==> src/rtl/ifetch_unit_if.sv <==
// ----------------------------------------------------------------------------
// ifetch_unit_if
//
// Purpose : groups the two handshake bundles of the instruction fetch stage:
//           the instruction-memory request/response bus and the valid/ready
//           instruction stream towards decode.
//
// Parameters:
//   PC_W         PC / instruction address width
//
// Signals:
//   imem_req     fetch request valid                  (fetch -> memory)
//   imem_addr    fetch address                        (fetch -> memory)
//   imem_gnt     memory accepts the request           (memory -> fetch)
//   imem_rvalid  in-order response valid              (memory -> fetch)
//   imem_rdata   response instruction word            (memory -> fetch)
//   inst_valid   instruction head valid               (fetch -> decode)
//   inst_ready   decode consumes the head             (decode -> fetch)
//   inst         head instruction word                (fetch -> decode)
//   inst_pc      PC of the head instruction           (fetch -> decode)
//   opcode       inst[6:0] for the decode Controller  (fetch -> decode)
//
// Modports:
//   master  the fetch unit side
//   slave   the environment side (memory + decode)
// ----------------------------------------------------------------------------
interface ifetch_unit_if #(
    parameter int unsigned PC_W = 32
);
    logic            imem_req;
    logic [PC_W-1:0] imem_addr;
    logic            imem_gnt;
    logic            imem_rvalid;
    logic [31:0]     imem_rdata;

    logic            inst_valid;
    logic            inst_ready;
    logic [31:0]     inst;
    logic [PC_W-1:0] inst_pc;
    logic [6:0]      opcode;

    modport master (
        output imem_req,
        output imem_addr,
        input  imem_gnt,
        input  imem_rvalid,
        input  imem_rdata,
        output inst_valid,
        input  inst_ready,
        output inst,
        output inst_pc,
        output opcode
    );

    modport slave (
        input  imem_req,
        input  imem_addr,
        output imem_gnt,
        output imem_rvalid,
        output imem_rdata,
        input  inst_valid,
        output inst_ready,
        input  inst,
        input  inst_pc,
        input  opcode
    );
endinterface

==> src/rtl/ifetch_unit.sv <==
// ----------------------------------------------------------------------------
// ifetch_unit
//
// Purpose : instruction fetch stage in front of the decode Controller. Holds
//           the PC, issues in-order word fetches over a req/gnt + rvalid bus,
//           buffers returned words in a small FIFO and hands them to decode
//           with a valid/ready handshake. A redirect loads a new PC, empties
//           the FIFO and arranges for all fetches still in flight to be
//           discarded when their responses come back.
//
// Parameters:
//   PC_W      PC / address width
//   RESET_PC  PC loaded on reset
//   DEPTH     FIFO depth, also the cap on outstanding-plus-buffered fetches
//             (power of 2, >= 2)
//
// Ports:
//   clk             clock, rising edge
//   reset           synchronous active-high reset
//   bus             ifetch_unit_if.master (imem bus + decode stream)
//   redirect_valid  load redirect_pc and flush
//   redirect_pc     redirect target
//   fetch_fault     sticky misaligned-redirect flag
//
// Optional feature macro: IFETCH_ALIGN_CHECK_EN
//   defined   : a redirect with redirect_pc[1:0] != 0 sets a sticky
//               fetch_fault that blocks further fetch requests until reset.
//   undefined : the low two redirect bits are simply dropped and
//               fetch_fault is tied low.
// ----------------------------------------------------------------------------
module ifetch_unit #(
    parameter int unsigned     PC_W     = 32,
    parameter logic [PC_W-1:0] RESET_PC = {PC_W{1'b0}},
    parameter int unsigned     DEPTH    = 2
) (
    input  logic            clk,
    input  logic            reset,
    ifetch_unit_if.master   bus,
    input  logic            redirect_valid,
    input  logic [PC_W-1:0] redirect_pc,
    output logic            fetch_fault
);

    localparam int unsigned PTR_W = $clog2(DEPTH);
    localparam int unsigned CNT_W = $clog2(DEPTH + 1);
    localparam logic [CNT_W-1:0] CNT_ONE = CNT_W'(1);
    localparam logic [31:0]      NOP     = 32'h0000_0013;

    logic [PC_W-1:0]  pc;
    logic [PC_W-1:0]  resp_pc;
    logic [31:0]      fifo_inst [DEPTH];
    logic [PC_W-1:0]  fifo_pc   [DEPTH];
    logic [PTR_W-1:0] wr_ptr;
    logic [PTR_W-1:0] rd_ptr;
    logic [CNT_W-1:0] fifo_count;
    logic [CNT_W-1:0] fifo_count_nxt;
    logic [CNT_W-1:0] outstanding;
    logic [CNT_W-1:0] outstanding_nxt;
    logic [CNT_W-1:0] drop_cnt;
    logic [CNT_W:0]   in_use;

    logic             fetch_block;
    logic             issue;
    logic             resp;
    logic             push;
    logic             pop;
    logic             drop;
    logic             head_valid;
    logic [31:0]      head_inst;
    logic [PC_W-1:0]  redirect_aligned;

    // Masking rather than slicing keeps every redirect_pc bit in use.
    assign redirect_aligned = redirect_pc & ~PC_W'(3);

`ifdef IFETCH_ALIGN_CHECK_EN
    logic fault_q;

    // Sticky until reset: a misaligned target means the program is broken.
    always_ff @(posedge clk) begin
        if (reset) begin
            fault_q <= 1'b0;
        end else if (redirect_valid && (redirect_pc[1:0] != 2'b00)) begin
            fault_q <= 1'b1;
        end
    end

    assign fetch_fault = fault_q;
    assign fetch_block = fault_q;
`else
    assign fetch_fault = 1'b0;
    assign fetch_block = 1'b0;
`endif

    // A request is only raised when a FIFO slot is guaranteed for its
    // response, counting both buffered words and fetches still in flight.
    assign in_use       = {1'b0, fifo_count} + {1'b0, outstanding};
    assign bus.imem_req = !reset && !redirect_valid && !fetch_block
                          && (in_use < (CNT_W + 1)'(DEPTH));
    assign bus.imem_addr = pc;

    assign issue = bus.imem_req && bus.imem_gnt;
    // Responses with nothing outstanding belong to requests issued before
    // reset and are ignored.
    assign resp  = bus.imem_rvalid && (outstanding != '0);
    assign drop  = resp && (drop_cnt != '0);
    assign push  = resp && !redirect_valid && (drop_cnt == '0);
    assign pop   = head_valid && bus.inst_ready && !redirect_valid;

    always_comb begin
        outstanding_nxt = outstanding;
        if (issue && !resp) begin
            outstanding_nxt = outstanding + CNT_ONE;
        end else if (!issue && resp) begin
            outstanding_nxt = outstanding - CNT_ONE;
        end
    end

    always_comb begin
        fifo_count_nxt = fifo_count;
        if (push && !pop) begin
            fifo_count_nxt = fifo_count + CNT_ONE;
        end else if (pop && !push) begin
            fifo_count_nxt = fifo_count - CNT_ONE;
        end
    end

    // On redirect every fetch still in flight after this cycle's response
    // must be discarded; outstanding_nxt already covers older drops too.
    always_ff @(posedge clk) begin
        if (reset) begin
            pc          <= RESET_PC;
            resp_pc     <= RESET_PC;
            wr_ptr      <= '0;
            rd_ptr      <= '0;
            fifo_count  <= '0;
            outstanding <= '0;
            drop_cnt    <= '0;
        end else begin
            outstanding <= outstanding_nxt;
            if (redirect_valid) begin
                pc         <= redirect_aligned;
                resp_pc    <= redirect_aligned;
                wr_ptr     <= '0;
                rd_ptr     <= '0;
                fifo_count <= '0;
                drop_cnt   <= outstanding_nxt;
            end else begin
                if (issue) begin
                    pc <= pc + PC_W'(4);
                end
                if (push) begin
                    resp_pc <= resp_pc + PC_W'(4);
                    wr_ptr  <= wr_ptr + PTR_W'(1);
                end
                if (pop) begin
                    rd_ptr <= rd_ptr + PTR_W'(1);
                end
                if (drop) begin
                    drop_cnt <= drop_cnt - CNT_ONE;
                end
                fifo_count <= fifo_count_nxt;
            end
        end
    end

    // Storage needs no reset; fifo_count alone decides what is valid.
    always_ff @(posedge clk) begin
        if (push) begin
            fifo_inst[wr_ptr] <= bus.imem_rdata;
            fifo_pc[wr_ptr]   <= resp_pc;
        end
    end

    assign head_valid     = (fifo_count != '0);
    assign head_inst      = head_valid ? fifo_inst[rd_ptr] : NOP;
    assign bus.inst_valid = head_valid;
    assign bus.inst       = head_inst;
    assign bus.inst_pc    = head_valid ? fifo_pc[rd_ptr] : '0;
    assign bus.opcode     = head_inst[6:0];

    fifo_no_overflow: assert property (
        @(posedge clk) disable iff (reset)
        !(push && !pop && (fifo_count == CNT_W'(DEPTH)))
    );

endmodule

==> src/flat_wrapper.sv <==
// flat-port wrapper written by rule: the top's interface ports become plain ports
module ifetch_unit_flat 
#(
    parameter int unsigned     PC_W     = 32,
    parameter logic [PC_W-1:0] RESET_PC = {PC_W{1'b0}},
    parameter int unsigned     DEPTH    = 2
)
  (clk, reset, redirect_valid, redirect_pc, fetch_fault, bus_imem_req, bus_imem_addr, bus_imem_gnt, bus_imem_rvalid, bus_imem_rdata, bus_inst_valid, bus_inst_ready, bus_inst, bus_inst_pc, bus_opcode);
  ifetch_unit_if #(.PC_W(PC_W)) bus_i ();
  input  logic clk;
  input  logic reset;
  input  logic redirect_valid;
  input  logic [PC_W-1:0] redirect_pc;
  output logic fetch_fault;
  output wire logic [$bits(bus_i.imem_req)-1:0] bus_imem_req;
  output wire logic [$bits(bus_i.imem_addr)-1:0] bus_imem_addr;
  input wire logic [$bits(bus_i.imem_gnt)-1:0] bus_imem_gnt;
  input wire logic [$bits(bus_i.imem_rvalid)-1:0] bus_imem_rvalid;
  input wire logic [$bits(bus_i.imem_rdata)-1:0] bus_imem_rdata;
  output wire logic [$bits(bus_i.inst_valid)-1:0] bus_inst_valid;
  input wire logic [$bits(bus_i.inst_ready)-1:0] bus_inst_ready;
  output wire logic [$bits(bus_i.inst)-1:0] bus_inst;
  output wire logic [$bits(bus_i.inst_pc)-1:0] bus_inst_pc;
  output wire logic [$bits(bus_i.opcode)-1:0] bus_opcode;
  assign bus_imem_req = bus_i.imem_req;
  assign bus_imem_addr = bus_i.imem_addr;
  assign bus_i.imem_gnt = bus_imem_gnt;
  assign bus_i.imem_rvalid = bus_imem_rvalid;
  assign bus_i.imem_rdata = bus_imem_rdata;
  assign bus_inst_valid = bus_i.inst_valid;
  assign bus_i.inst_ready = bus_inst_ready;
  assign bus_inst = bus_i.inst;
  assign bus_inst_pc = bus_i.inst_pc;
  assign bus_opcode = bus_i.opcode;
  ifetch_unit #(.PC_W(PC_W), .RESET_PC(RESET_PC), .DEPTH(DEPTH)) u_core (.clk(clk), .reset(reset), .bus(bus_i), .redirect_valid(redirect_valid), .redirect_pc(redirect_pc), .fetch_fault(fetch_fault));
endmodule
==> config.mk <==
export PLATFORM = sky130hd
export DESIGN_NAME = ifetch_unit_flat
export DESIGN_NICKNAME = d
export VERILOG_FILES = /design/src/rtl/ifetch_unit_if.sv /design/src/rtl/ifetch_unit.sv /design/src/flat_wrapper.sv
export SDC_FILE = /design/constraint.sdc
export NUM_CORES = 1
export LEC_CHECK = 0
export ABC_AREA = 1
export BUFFER_PORTS_ARGS = -buffer_cell sky130_fd_sc_hd__buf_2
export CAP_MARGIN = 30
export CORE_MARGIN = 10
export CORE_UTILIZATION = 50
export DETAILED_ROUTE_END_ITERATION = 16
export PLACE_DENSITY = 0.7
export SLEW_MARGIN = 15
export SYNTH_ARGS = -nofsm -noshare
export SYNTH_HDL_FRONTEND = slang
export SYNTH_SLANG_ARGS = --single-unit
==> constraint.sdc <==
create_clock -name clk -period 6.9 [get_ports clk]
set_input_delay 1.035 -clock clk [delete_from_list [all_inputs] [get_ports clk]]
set_output_delay 1.035 -clock clk [all_outputs]
set_load 0.01 [all_outputs]
[Word level (Yosys, flattened, before mapping)]
Memories as Yosys holds them, arrays and structs flattened. A register that Yosys moved wholly into a read port is not among the register bits.
Index checks and enable logic that the tools add are counted.
Operators by class
  add/sub/neg operators: 10
  order comparisons: 1
  multiplexer cells: 18
  reductions and logical operators: 28
Operators with widths (number)
  32-bit two-way mux: 6
  32-bit by 3-bit adder with 32-bit output, second input constant: 2
  2-bit nonzero test: 7
  1-bit logical AND: 13
  2-bit two-way mux: 6
  1-bit zero test: 6
  1-bit two-way mux: 6
  2-bit by 1-bit subtractor with 2-bit output, second input constant: 3
  2-bit by 1-bit adder with 2-bit output, second input constant: 2
  2-bit by 2-bit adder with 3-bit output: 1
  3-bit by 2-bit less-than comparator with 1-bit output, second input constant: 1
  1-bit adder, second input constant: 2
  2-bit zero test: 1
  2-bit OR reduction: 1
Word-level totals
  register bits: 72
  RAM bits: 128
  bits of input ports: 70
  output and inout port bits: 106
  word-level logic and storage cells: 68
  memories: 2
Memory list
  u_core.fifo_inst: words 2, width 32, read ports 1, clocked after memory_dff 1, wr ports 1, RTL line ifetch_unit.sv:51  | logic [31:0] fifo_inst [DEPTH];
  u_core.fifo_pc: words 2, width 32, read ports 1, clocked after memory_dff 1, wr ports 1, RTL line ifetch_unit.sv:52  | logic [PC_W-1:0] fifo_pc [DEPTH];

[Longest topological paths before layout]
  word-level depth: 9
  mapped depth: 13

[Worst setup path before layout]
OpenSTA, ideal clock, no wires.
  path type: input port to flip-flop
  start: input bus_imem_rvalid
  end: memory u_core.fifo_inst[0][0] (enable)
  setup time: 0.484 ns
  arrival: 4.210 ns
  path slack: 2.206 ns
  stages: 6
  path buffers: 0
  path through: inv_1 -> nor2_2 -> nand2_1 -> nor2_4 -> inv_2 -> nor2_1
On the way
  word-level cells in the longest chain between the ends: 5
RTL lines
  start, declared: RTL line flat_wrapper.sv:18  | input wire logic [$bits(bus_i.imem_rvalid)-1:0] bus_imem_rvalid;
  1-bit logical AND: RTL line ifetch_unit.sv:104  | assign resp = bus.imem_rvalid && (outstanding != '0);
  1-bit logical AND (2 in series): RTL line ifetch_unit.sv:106  | assign push = resp && !redirect_valid && (drop_cnt == '0);
  1-bit two-way mux: RTL line ifetch_unit.sv:168  | if (push) begin
  1-bit two-way mux (not written as such): RTL line ifetch_unit.sv:169  | fifo_inst[wr_ptr] <= bus.imem_rdata;
  end, declared: RTL line ifetch_unit.sv:51
Every way passes these cells.

==> flow_metrics.tcl <==
set metrics [dict create \
    worst_ir_drop_vdd_mv 0.178 \
    worstPathCellList "buf_4 -> inv_2 -> buf_12 -> nand2_1 -> a21oi_1 -> buf_2" \
    grt_pass1_vias 7663 \
    tightest_slew_ps 884 \
    maxSlewHeadroom_pct 41.1 \
    core.rowCount 49 \
    firstDrtPassIters 5 \
    placed_area_sq_mm 0.0103 \
    num_vias 7973 \
    final_layout_size_suffix_gt1_share_pct 18.4 \
    finalPower_mw 2.62 \
    coreArea_sq_mm 0.0181 \
    crit_required_ps 5860 \
    synthXorXnorAreaFrac_pct 1.41 \
    design_area_sq_mm 0.0108 \
    ant_nets 0 \
    most-common-layout-cells "nand2_1, buf_2, edfxtp_1" \
    final_nets 1341 \
    n_antenna_cell 0 \
    gp_congestion 0.928 \
    min_from "u_core.rd_ptr" \
    avgRoutedWirePerCell_microns 16.6 \
    start_util_pct 51.3 \
    setup_violations 0 \
    synth_seq_cells 193 \
    yosys.area_share.simple_pct 25.3 \
    r2r_slack_ps 3840 \
    grt-ovfl-total 0 \
    multi_input_area_sq_mm 0.00360 \
    antenna_found_initial 0 \
    cp_top_family "buffers and inverters" \
    seq_area_sq_mm 0.00511 \
    htree_levels 4 \
    crit_buf_inv 4 \
    cts_tree "built" \
    cts_hold_buf 0 \
    clk_pin_slew_ps 70 \
    drc 0 \
    worst_setup_path_start_kind "register" \
    viasPerCell 5.29 \
    synth.area.mux_share_pct 0 \
    arrival_ps 2330 \
    grt_max_degree 64 \
    grt_pass1_wl_microns 39200 \
    track_usage_pct 20.1 \
    clock-sinks 193 \
    fmax_mhz 297 \
    async_flop_share_pct 0 \
    maxCapViolations 0 \
    io_buffers 168 \
    outcome "complete, no violations" \
    clock_tree.root_cell "clkbuf_16" \
    cpPeakStageDelay_ps 540 \
    synth_compound_area_share_pct 10.6 \
    synth-edff-count 124 \
    whs_ps 475 \
    rsz0062_at_grt "no" \
    synth_fa_ha_area_share_pct 0.887 \
    worstSetupEndpointType "primary output" \
    critPathMaxFanout 63 \
    cts_made_buffers 17 \
    areaGrowthSynthToFinish_pct 16.3 \
    ys.warnings.count 0 \
    fin_crit_sh_pct 48.8 \
    r2r_end "u_core.fifo_pc[0][19]" \
    maxSlewViolCount 0 \
    crit_slowest_cell "buf_4" \
    dieArea_sq_mm 0.0245 \
    synth_top_family_by_area "simple AND/OR/NAND/NOR gates" \
    hold_depth 2 \
    reg2reg_depth 8 \
    fin_skew_ps 17.0 \
    cts_buffer_depth 2 \
    synthFlopType "edfxtp_1" \
    clk_latency_ps 440 \
    netlist_area_sq_mm 0.00931 \
    setup_tns_ps 0 \
    ys_seq_area_share_pct 54.8 \
    fillers 1607 \
    post-cts-setup-buffers 0 \
    ys_types 42 \
    p_per_area_mw_per_mm2 243 \
    syn-instance-count 1121 \
    final_common_cell "nand2_1" \
    worstHoldPathType "reg -> reg" \
    cts-resized-gates 0 \
    p_leak_nw 4.41 \
    path_class "reg -> out" \
    drt-total-wl_microns 24900 \
    hold_viol_final 0 \
    r2r_start "u_core.outstanding[1]" \
    avgSynthCellArea_sq_um 8.31 \
    dp_hpwl_microns 17500 \
    die_w_microns 156 \
    drt-initial-drc-count 635 \
    post-route-min-period_ps 3370 \
    io_pins 176 \
    die_height_microns 156 \
]
-- metal layers --
metal  vias up  part of all wire, %  GRT usage [%]
li1       3980                    -              -
met1      3698                   44           25.5
met2       269                   47           33.1
met3        26                  7.7           4.88
met4         0                  1.5           6.25
met5         -                    0              0
-- registers in the layout, indices dropped and copies added (netlist names), named ones only --
| signal | flops |
|---|---|
| u_core.bus.imem_addr | 30 |
| u_core.drop_cnt | 2 |
| u_core.fifo_count | 2 |
| u_core.fifo_inst | 64 |
| u_core.fifo_pc | 60 |
| u_core.outstanding | 2 |
| u_core.rd_ptr | 1 |
| u_core.resp_pc | 30 |
| u_core.wr_ptr | 1 |
-- worst reg2reg max path: stages, from the launching register on --
cell	delay, ps
dfxtp_1	390
inv_1	60
ha_1	190
nor2_2	180
nand2_1	160
nor2_4	440
inv_2	190
nor2_4	450
buf_4	610
-- kinds of logic after synthesis --
kind of cell | after synthesis
flops | 193
other cells | 1
simple gates | 570
fa+ha+maj | 6
compound gates | 188
xor+xnor | 15
buf+inv | 148
-- cell usage after synthesis, types with 3 or more instances --
library cell / count / area [sq um]
clkbuf_1: 27 / 101
edfxtp_1: 124 / 3720
buf_6: 3 / 33.8
dfxtp_1: 69 / 1380
xor2_1: 11 / 96.3
o21ai_1: 4 / 20.0
clkinv_1: 4 / 15.0
nand3_1: 58 / 290
inv_1: 83 / 312
o21ai_0: 40 / 200
nor3_1: 4 / 20.0
nor2_2: 7 / 43.8
nand3b_1: 6 / 45.0
nor2_1: 94 / 353
nand2_1: 377 / 1420
a21oi_1: 115 / 576
xnor2_1: 4 / 35.0
ha_1: 5 / 62.6
inv_2: 7 / 26.3
nand4_1: 10 / 62.6
buf_2: 8 / 40.0
buf_4: 13 / 97.6
a31oi_1: 19 / 119
nand3_2: 3 / 30.0
o211ai_1: 4 / 30.0
-- how the worst max path moves through the flow --
stage / endpoint / slack, ps / cells after the start
after floorplan: u_core.fifo_inst[0][0] / 2210 / 6
after CTS: bus_inst[25] / 3500 / 6
after global placement: u_core.fifo_pc[0][26] / 3230 / 5
after global routing: bus_inst[25] / 3350 / 6
after detailed placement: u_core.fifo_pc[0][22] / 3210 / 5
final: bus_inst_pc[31] / 3530 / 6
-- cell type report --
cell class | instances | area share [%]
clock inverters | 14 | 1.31
multi-input cells | 784 | 33.3
flip-flops and latches | 193 | 47.2
well taps | 229 | 2.65
clock buffers | 18 | 3.96
repair buffers | 174 | 8.30
inverters | 95 | 3.31
-- stage by stage --
step	util, %	instances	worst slack (ps)
finish	59.6	1507	3530
global route	59.6	1507	3350
CTS	59.6	1507	3500
detailed placement	56.5	1475	3210
global placement	56.4	1474	3230
floorplan	-	1125	2210
-- power breakdown --
part	leakage (nW)	internal, mW	switching, mW
combinational	2.43	0.106	0.207
clock	0.278	0.510	0.453
sequential	1.70	1.30	0.0539
total	4.41	1.91	0.714
No activity file was read; power rests on OpenSTA's default activity.
